**config.mk**
```make
export PLATFORM = sky130hd
export DESIGN_NAME = prco_loader_flat
export DESIGN_NICKNAME = d
export VERILOG_FILES = /design/src/rtl/prco_loader_if.sv /design/src/rtl/prco_loader.sv /design/src/flat_wrapper.sv
export SDC_FILE = /design/constraint.sdc
export NUM_CORES = 1
export LEC_CHECK = 0
export ABC_AREA = 1
export CAP_MARGIN = 0
export CORE_AREA = 8 8 119 110
export CTS_CLUSTER_SIZE = 25
export DETAILED_ROUTE_END_ITERATION = 6
export DIE_AREA = 0 0 127 118
export GPL_TIMING_DRIVEN = 0
export MAX_ROUTING_LAYER = met4
export PLACE_DENSITY = 0.75
export SLEW_MARGIN = 30
export SYNTH_ARGS = -nofsm -noshare
export SYNTH_HDL_FRONTEND = slang
export SYNTH_SLANG_ARGS = --single-unit
```
**constraint.sdc**
```tcl
create_clock -name i_clk -period 1.9 [get_ports i_clk]
set_clock_uncertainty 0.15 [all_clocks]
set_input_delay 0.285 -clock i_clk [delete_from_list [all_inputs] [get_ports i_clk]]
set_output_delay 0.285 -clock i_clk [all_outputs]
set_load 0.02 [all_outputs]
```
**src/rtl/prco_loader_if.sv**
```systemverilog
// Byte-stream input and local-memory write port of the program loader.
// master = byte source / memory side, slave = the loader.
interface prco_loader_if;
    logic        i_rx_valid;
    logic [7:0]  i_rx_data;
    logic        q_rx_ready;
    logic        q_mem_we;
    logic [15:0] q_mem_addr;
    logic [15:0] q_mem_dina;

    modport master (
        output i_rx_valid, i_rx_data,
        input  q_rx_ready, q_mem_we, q_mem_addr, q_mem_dina
    );

    modport slave (
        input  i_rx_valid, i_rx_data,
        output q_rx_ready, q_mem_we, q_mem_addr, q_mem_dina
    );
endinterface

```
**src/rtl/prco_loader.sv**
```systemverilog
// Framed serial program loader: writes words into core local memory and holds
// the core in reset until a frame passes its checksum.
//
// state   | meaning
// IDLE    | waiting for SYNC_BYTE, other bytes discarded
// BASE_HI | expecting start address high byte
// BASE_LO | expecting start address low byte
// LEN_HI  | expecting word count high byte
// LEN_LO  | expecting word count low byte
// DATA_HI | expecting data word high byte
// DATA_LO | expecting data word low byte
// WRITE   | one-cycle memory write strobe, input stalled
// CSUM    | expecting checksum byte
module prco_loader #(
    parameter logic [7:0] SYNC_BYTE      = 8'hA5,
    parameter int          TIMEOUT_CYCLES = 1000000
) (
    input  logic         i_clk,
    input  logic         i_reset,
    prco_loader_if.slave bus,
    output logic         q_core_reset,
    output logic         q_busy,
    output logic         q_done,
    output logic         q_error,
    output logic [1:0]   q_err_code
);

    typedef enum logic [3:0] {
        S_IDLE,
        S_BASE_HI,
        S_BASE_LO,
        S_LEN_HI,
        S_LEN_LO,
        S_DATA_HI,
        S_DATA_LO,
        S_WRITE,
        S_CSUM
    } state_t;

    // Firing one count early lets the timeout land exactly when the counter would reach TIMEOUT_CYCLES-1.
    localparam logic [31:0] TC_LAST = 32'(TIMEOUT_CYCLES - 2);

    state_t      r_state;
    state_t      w_state_nxt;
    logic        w_rx_ready;
    logic        w_consume;
    logic        w_timeout;
    logic        w_mem_we;
    logic [7:0]  w_sum;
    logic [7:0]  r_csum;
    logic [15:0] r_addr;
    logic [15:0] r_count;
    logic [15:0] r_word;
    logic [31:0] r_timer;
    logic        r_core_reset;
    logic        r_done;
    logic        r_error;
    logic [1:0]  r_err_code;

    assign w_sum = r_csum + bus.i_rx_data;

    always_ff @(posedge i_clk) begin
        if (i_reset) begin
            r_state <= S_IDLE;
        end else begin
            r_state <= w_state_nxt;
        end
    end

    always_comb begin
        w_state_nxt = r_state;
        w_rx_ready  = (r_state != S_WRITE);
        w_consume   = bus.i_rx_valid & w_rx_ready;
        w_mem_we    = (r_state == S_WRITE);
        w_timeout   = (r_state != S_IDLE) && !w_consume && (r_timer == TC_LAST);
        if (w_timeout) begin
            w_state_nxt = S_IDLE;
        end else begin
            case (r_state)
                S_IDLE:    if (w_consume && bus.i_rx_data == SYNC_BYTE) w_state_nxt = S_BASE_HI;
                S_BASE_HI: if (w_consume) w_state_nxt = S_BASE_LO;
                S_BASE_LO: if (w_consume) w_state_nxt = S_LEN_HI;
                S_LEN_HI:  if (w_consume) w_state_nxt = S_LEN_LO;
                S_LEN_LO: begin
                    if (w_consume) begin
                        w_state_nxt = ({r_count[15:8], bus.i_rx_data} != 16'd0) ? S_DATA_HI : S_CSUM;
                    end
                end
                S_DATA_HI: if (w_consume) w_state_nxt = S_DATA_LO;
                S_DATA_LO: if (w_consume) w_state_nxt = S_WRITE;
                S_WRITE:   w_state_nxt = (r_count != 16'd1) ? S_DATA_HI : S_CSUM;
                S_CSUM:    if (w_consume) w_state_nxt = S_IDLE;
                default:   w_state_nxt = S_IDLE;
            endcase
        end
    end

    always_ff @(posedge i_clk) begin
        if (i_reset) begin
            r_csum       <= 8'd0;
            r_addr       <= 16'd0;
            r_count      <= 16'd0;
            r_word       <= 16'd0;
            r_timer      <= 32'd0;
            r_core_reset <= 1'b0;
            r_done       <= 1'b0;
            r_error      <= 1'b0;
            r_err_code   <= 2'd0;
        end else begin
            if (r_state == S_IDLE || w_consume || w_timeout) begin
                r_timer <= 32'd0;
            end else begin
                r_timer <= r_timer + 32'd1;
            end

            if (w_consume && r_state != S_IDLE) begin
                r_csum <= w_sum;
            end

            if (r_state == S_WRITE) begin
                r_addr  <= r_addr + 16'd1;
                r_count <= r_count - 16'd1;
            end

            if (w_timeout) begin
                r_error    <= 1'b1;
                r_err_code <= 2'd2;
            end else if (w_consume) begin
                case (r_state)
                    S_IDLE: begin
                        if (bus.i_rx_data == SYNC_BYTE) begin
                            r_csum       <= 8'd0;
                            r_core_reset <= 1'b1;
                            r_done       <= 1'b0;
                            r_error      <= 1'b0;
                            r_err_code   <= 2'd0;
                        end
                    end
                    S_BASE_HI: r_addr[15:8]  <= bus.i_rx_data;
                    S_BASE_LO: r_addr[7:0]   <= bus.i_rx_data;
                    S_LEN_HI:  r_count[15:8] <= bus.i_rx_data;
                    S_LEN_LO:  r_count[7:0]  <= bus.i_rx_data;
                    S_DATA_HI: r_word[15:8]  <= bus.i_rx_data;
                    S_DATA_LO: r_word[7:0]   <= bus.i_rx_data;
                    S_CSUM: begin
                        if (w_sum == 8'd0) begin
                            r_done       <= 1'b1;
                            r_core_reset <= 1'b0;
                        end else begin
                            r_error    <= 1'b1;
                            r_err_code <= 2'd1;
                        end
                    end
                    default: ;
                endcase
            end
        end
    end

    // Reset must suppress a strobe already showing in the WRITE cycle.
    assign bus.q_mem_we   = w_mem_we & ~i_reset;
    assign bus.q_rx_ready = w_rx_ready;
    assign bus.q_mem_addr = r_addr;
    assign bus.q_mem_dina = r_word;
    assign q_core_reset   = r_core_reset;
    assign q_busy         = (r_state != S_IDLE);
    assign q_done         = r_done;
    assign q_error        = r_error;
    assign q_err_code     = r_err_code;

endmodule

```
**src/flat_wrapper.sv**
```systemverilog
// flat-port wrapper written by rule: the top's interface ports become plain ports
module prco_loader_flat 
#(
    parameter logic [7:0] SYNC_BYTE      = 8'hA5,
    parameter int          TIMEOUT_CYCLES = 1000000
)
  (i_clk, i_reset, q_core_reset, q_busy, q_done, q_error, q_err_code, bus_i_rx_valid, bus_i_rx_data, bus_q_rx_ready, bus_q_mem_we, bus_q_mem_addr, bus_q_mem_dina);
  prco_loader_if bus_i ();
  input  logic i_clk;
  input  logic i_reset;
  output logic q_core_reset;
  output logic q_busy;
  output logic q_done;
  output logic q_error;
  output logic [1:0] q_err_code;
  input wire logic [$bits(bus_i.i_rx_valid)-1:0] bus_i_rx_valid;
  input wire logic [$bits(bus_i.i_rx_data)-1:0] bus_i_rx_data;
  output wire logic [$bits(bus_i.q_rx_ready)-1:0] bus_q_rx_ready;
  output wire logic [$bits(bus_i.q_mem_we)-1:0] bus_q_mem_we;
  output wire logic [$bits(bus_i.q_mem_addr)-1:0] bus_q_mem_addr;
  output wire logic [$bits(bus_i.q_mem_dina)-1:0] bus_q_mem_dina;
  assign bus_i.i_rx_valid = bus_i_rx_valid;
  assign bus_i.i_rx_data = bus_i_rx_data;
  assign bus_q_rx_ready = bus_i.q_rx_ready;
  assign bus_q_mem_we = bus_i.q_mem_we;
  assign bus_q_mem_addr = bus_i.q_mem_addr;
  assign bus_q_mem_dina = bus_i.q_mem_dina;
  prco_loader #(.SYNC_BYTE(SYNC_BYTE), .TIMEOUT_CYCLES(TIMEOUT_CYCLES)) u_core (.i_clk(i_clk), .i_reset(i_reset), .bus(bus_i), .q_core_reset(q_core_reset), .q_busy(q_busy), .q_done(q_done), .q_error(q_error), .q_err_code(q_err_code));
endmodule
```
# Word-level counts from Yosys, hierarchy flattened

Index checks and enable logic that the tools add are counted.

Input port bits: 11
Output and inout bits: 40
Logic and storage cells: 108
Flip-flop bits (word level): 97

Equal/unequal tests: 25
Bitwise gates (word level): 4
Reductions and logical operators: 22
$add $sub $neg: 4
Multiplexer cells: 41

Operators by type and width:

| kind                                                                     | number |
|---|---|
| 16-bit two-way mux                                                       | 6 |
| 8-bit two-way mux                                                        | 9 |
| 4-bit two-way mux                                                        | 10 |
| 4-bit one-hot mux with 9 select lines                                    | 1 |
| 32-bit by 1-bit adder with 32-bit output, second input constant          | 1 |
| 32-bit by 20-bit == test with 1-bit output, second input constant        | 1 |
| 2-bit by 1-bit inequality test with 1-bit output, second input constant  | 10 |
| 16-bit by 1-bit adder with 16-bit output, second input constant          | 1 |
| 4-bit by 3-bit == test with 1-bit output, second input constant          | 4 |
| 16-bit by 1-bit inequality test with 1-bit output, second input constant | 1 |
| 16-bit nonzero test                                                      | 1 |
| 16-bit by 1-bit subtractor with 16-bit output, second input constant     | 1 |
| 8-bit adder                                                              | 1 |
| 4-bit by 2-bit == test with 1-bit output, second input constant          | 2 |
| 8-bit == test, second input constant                                     | 1 |
| 8-bit logical NOT                                                        | 1 |
| 2-bit two-way mux                                                        | 4 |
| 4-bit AND reduction                                                      | 2 |
| 8-bit AND reduction                                                      | 1 |
| 1-bit two-way mux                                                        | 7 |
| 1-bit one-hot mux with 2 select lines                                    | 3 |
| 3-bit AND reduction                                                      | 2 |
| 5-bit AND reduction                                                      | 1 |
| 4-bit by 1-bit == test with 1-bit output, second input constant          | 1 |
| other kinds (16)                                                         | 24 |

# Depth between registers and ports, before layout

Word-level depth: 8
Mapped depth: 15
Mapped depth without buffers: 15

# Worst setup path after synthesis

Ideal clock, no wire load.

Kind: register to register
From: register u_core.r_csum[0]
To: register u_core.r_done, in the netlist u_core.q_done
Clock period less this slack: 1.950 ns
Cell stages (with the launch flop): 13
Buffers on the path: 0
Library setup time: 0.132 ns
Data arrival time: 1.668 ns
Data required time: 1.618 ns
Slack: -0.050 ns
Cell sequence: dfxtp_1 ha_1 inv_1 fa_1 nand2_1 nor2_1 nand3_1 nor2_1 nand4_1 nand2_1 nand2_1 nand2_1 a21oi_1

Word-level cells in the longest chain between the ends: 4

RTL lines:

| what                                                              | RTL line           | source |
|---|---|---|
| from (decl)                                                       | prco_loader.sv:50  | `logic [7:0] r_csum;` |
| from (signal assigned)                                            | prco_loader.sv:117 | `r_csum <= w_sum;` |
| 8-bit adder                                                       | prco_loader.sv:60  | `assign w_sum = r_csum + bus.i_rx_data;` |
| 8-bit logical NOT                                                 | prco_loader.sv:146 | `if (w_sum == 8'd0) begin` |
| 2-bit by 1-bit inequality test with 1-bit output (no source line) | --                 |  |
| 5-bit AND reduction (no source line)                              | --                 |  |
| to (signal assigned)                                              | prco_loader.sv:106 | `r_done <= 1'b0;` |
| to (signal assigned)                                              | prco_loader.sv:134 | `r_done <= 1'b0;` |
| to (signal assigned)                                              | prco_loader.sv:147 | `r_done <= 1'b1;` |
| to (decl)                                                         | prco_loader.sv:56  | `logic r_done;` |

No other way between the ends.
A chain may end at the register's enable or synchronous reset.

# Worst setup path after layout

From: input port bus_i_rx_data[1]
To: register u_core.r_error, in the netlist u_core.q_error

Word-level cells in the longest chain between the ends: 4
Elaborated cells between the ends (all ways): 6
Those cells by class: 1 x add/sub; 3 x eq/ne; 2 x reduce/logical

RTL lines:

| what                                                              | RTL line           | source |
|---|---|---|
| from (decl)                                                       | flat_wrapper.sv:17 | `input wire logic [$bits(bus_i.i_rx_data)-1:0] bus_i_rx_data;` |
| 8-bit adder                                                       | prco_loader.sv:60  |  |
| 8-bit logical NOT                                                 | prco_loader.sv:146 |  |
| 3-bit by 2-bit inequality test with 1-bit output (no source line) | --                 |  |
| 4-bit AND reduction (no source line) (*)                          | --                 |  |
| to (signal assigned)                                              | prco_loader.sv:107 | `r_error <= 1'b0;` |
| to (signal assigned)                                              | prco_loader.sv:135 | `r_error <= 1'b0;` |
| to (signal assigned)                                              | prco_loader.sv:150 | `r_error <= 1'b1;` |
| to (decl)                                                         | prco_loader.sv:57  | `logic r_error;` |

Every way passes the cells marked *; elsewhere a longest branch is shown, timed or not.

==> results.sh <==
export IMPL_outcome="finished, violations left"
export IMPL_violations="negative setup slack"
export IMPL_worst_slack_ns=-0.3004
export IMPL_routed_wl_um=16630
export IMPL_synth_top_family_by_area="simple AND/OR/NAND/NOR gates"
export IMPL_maxSlewViolCount=0
export IMPL_hpwl_um=10540
export IMPL_rows=37
export IMPL_avgRoutedWirePerCell_um=15.70
export IMPL_ys_warn_count=0
export IMPL_async_flop_share=0
export IMPL_ys_seq_area_frac=0.3481
export IMPL_ir_drop_v=0.0005777
export IMPL_placedInstanceArea_um2=6256
export IMPL_core_area_um2=11110
export IMPL_cts_buffers=9
export IMPL_dieArea_um2=14990
export IMPL_slew_limit_headroom=0.5358
export IMPL_globalplace_congestion=0.9419
export IMPL_cp_arrival_ns=2.26
export IMPL_dr_pass1_iters=6
export IMPL_hold_buffers=0
export IMPL_initial_core_util=0.5021
export IMPL_avgSynthCellArea_um2=6.837
export IMPL_worstReg2RegStart="u_core.r_csum[0]$_SDFF_PP0_"
export IMPL_worst_path_max_delay_cell="fa_2"
export IMPL_grt_pass1_wl_um=24430
export IMPL_n_antenna_cell=0
export IMPL_grt_use_total=0.2046
export IMPL_grt_antenna_before_repair=0
export IMPL_syn_instance_count=816
export IMPL_p_per_area_nw_per_um2=550.4
export IMPL_p_sw_frac=0.2205
export IMPL_syn2layout_area_growth_pct=35.21
export IMPL_tns_ns=-7.378
export IMPL_p_leak_nw=3.196
export IMPL_synth_simple_gate_area_share=0.3638
export IMPL_synth_area_mux_share=0
export IMPL_layout_nets=942
export IMPL_critPathRequiredTime_ns=1.96
export IMPL_synth_top_flop_cell="dfxtp_1"
export IMPL_drive_gt1_frac=0.2611
export IMPL_hp_class="primary input to flop"
export IMPL_max_stage_delay_ns=0.61
export IMPL_synth_edf_count=0
export IMPL_startpoint_type="primary input"
export IMPL_synth_area_top_cells="dfxtp_1 35%, nand2_1 12%, inv_1 7.3%"
export IMPL_fin_hold_ws_ns=0.3057
export IMPL_crit_fanout=8
export IMPL_ys_seq_elements=97
export IMPL_ant_nets=0
export IMPL_max_freq_mhz=454.5
export IMPL_vias_per_cell=5.569
export IMPL_hold_violations=0
export IMPL_cap_violations=0
export IMPL_layout_min_cycle_time_ns=2.200
export IMPL_path_clk_slew_ns=0.07
export IMPL_grt_pass1_vias=5042
export IMPL_rsz0062_at_grt="yes"
export IMPL_critical_path_class="primary input to flop"
export IMPL_stdcell_area_um2=7543
export IMPL_die_h_um=118
export IMPL_synth_top_cell_area_share=0.3481
export IMPL_internal_power_w=0.003236
export IMPL_clkSinkCount=97
export IMPL_worst_pin_slew_ns=0.6963
export IMPL_netlist_area_um2=5579
export IMPL_combinationalPowerShare=0.047
export IMPL_syn_nets=840
export IMPL_drtIter0Drc=595
export IMPL_synth_xor_area_frac=0.04710
export IMPL_p_seq_frac=0.487
export IMPL_finalPower_w=0.004152
export IMPL_clockBufferDepth=2
export IMPL_synth_cell_types=43
export IMPL_synth_compound_area_frac=0.1117
export IMPL_crit_start="bus_i_rx_data[1]"
export IMPL_cts_tree="built"
export IMPL_finalSetupViolations=56
export IMPL_clockPowerShare=0.465
export IMPL_synth_fa_ha_area_frac=0.03050
export IMPL_ctsRootBufferMaster="clkbuf_16"
export IMPL_post_route_period_util=1.158
export IMPL_grt_overflow=0
export IMPL_p_switching_w=0.0009157
export IMPL_cp_cell_sequence="clkdlybuf4s15_2 -> inv_1 -> fa_2 -> nand2_2 -> nor2_4 -> nand3_1 -> nor2_1 -> nand4_1 -> nand3_1 -> nand2_1 -> inv_1 -> a21oi_1"
export IMPL_hp_start="bus_i_rx_data[5]"
export IMPL_synth_most_common_cell="nand2_1"
export IMPL_io_pins=51
export IMPL_drc=0
export IMPL_fp_dieW_um=127
export IMPL_grt_max_degree=15
export IMPL_synth_commonest_cells="172 x nand2_1, 108 x inv_1, 97 x dfxtp_1"
export IMPL_critPathCaptureType="flop"
export IMPL_yosys_area_top_type="dfxtp_1"
export IMPL_portBuffers=49
export IMPL_num_vias=5898
export IMPL_clkLatencyLatePin_ns=0.35
export IMPL_cts_max_level=3
[worst max-delay path: cells and delay by family]
family | cells | cell delay (ns)
compound gates | 1 | 0.05
simple gates | 7 | 0.71
buf+inv | 3 | 0.59
fa+ha+maj | 1 | 0.61
[final timing paths]
kind                                                       to  slack (ns)  depth (start not counted)
worst min register to register   u_core.r_timer[0]$_SDFF_PP0_        0.31                          1
worst max-delay path              u_core.q_error$_SDFFE_PP0P_       -0.30                         12
worst max register to register    u_core.q_error$_SDFFE_PP0P_       -0.29                         12
worst min-delay path            u_core.r_count[13]$_SDFF_PP0_        0.31                          3
[logic make-up after synthesis]
| group | after synthesis |
|---|---|
| fa+ha+maj | 13 |
| simple gates | 424 |
| xor+xnor | 30 |
| compound gates | 113 |
| flops | 97 |
| buf+inv | 139 |
[power groups by stage]
stage	combinational (W)	sequential (W)	clock, W
final	0.000196	0.00202	0.00193
after global routing	0.000209	0.00202	0.00203
after CTS	0.000175	0.00203	0.00195
after detailed placement	0.000170	0.00208	0
after global placement	0.000170	0.00208	0
after floorplan	0.0000902	0.00208	0
[routing by layer]
| metal | vias to the layer above | GRT usage | part of all wire |
|---|---|---|---|
| met5 | - | - | 0 |
| met4 | 0 | 0.06166 | 0.016 |
| met3 | 34 | 0.04393 | 0.085 |
| met2 | 239 | 0.2983 | 0.45 |
| met1 | 2747 | 0.2765 | 0.45 |
| li1 | 2878 | - | - |
[registers in the layout, indices dropped and copies added (netlist names)]
register,count
u_core.q_core_reset,1
u_core.r_csum,8
u_core.bus.q_mem_addr,16
u_core.r_state,4
u_core.r_timer,32
u_core.q_error,1
u_core.q_done,1
u_core.r_count,16
u_core.q_err_code,2
u_core.bus.q_mem_dina,16
[metrics by stage]
stage | worst slack [ns] | util | instances
finish | -0.3004 | 0.6789 | 1059
global route | -0.3986 | 0.6789 | 1059
CTS | -0.2938 | 0.6193 | 1029
detailed placement | -1.127 | 0.5631 | 1001
global placement | -1.105 | 0.5631 | 1001
floorplan | -0.04178 | - | 816
[layout make-up]
class                           count  area [um2]
Timing Repair Buffer               91       889.6
Multi-Input combinational cell    580        3563
Clock buffer                       13       240.2
Buffer                             19       170.2
Inverter                          120       457.9
Tap cell                          136       170.2
Clock inverter                      3       65.06
Sequential cell                    97        1987
Fill cell                         860        3567
[placed cells by master (no fill, tap or decap), drive strengths merged, types with 3 or more instances in the layout]
master and instances:
o211ai 14, clkbuf 24, nor2 102, inv 120
xnor2 5, buf 54, ha 12, xor2 25
o21bai 3, clkdlybuf4s15 4, a21oi 59, nand3 49
o21ai 31, nor4 8, dfxtp 97, nand2 179
clkdlybuf4s50 38, nand4 36, or2 11, nor3 33
[what timing repair did]
| item | 4_1_cts | 5_1_grt |
|---|---|---|
| pin swaps | 19 | 46 |
| gates resized for setup | 87 | 128 |
| gates cloned | 2 | 4 |
| endpoints found under the hold margin | 0 | 0 |
| buffers inserted | 10 | 26 |
| setup endpoints to repair | 87 | 87 |
No activity file was read; power rests on OpenSTA's default activity.
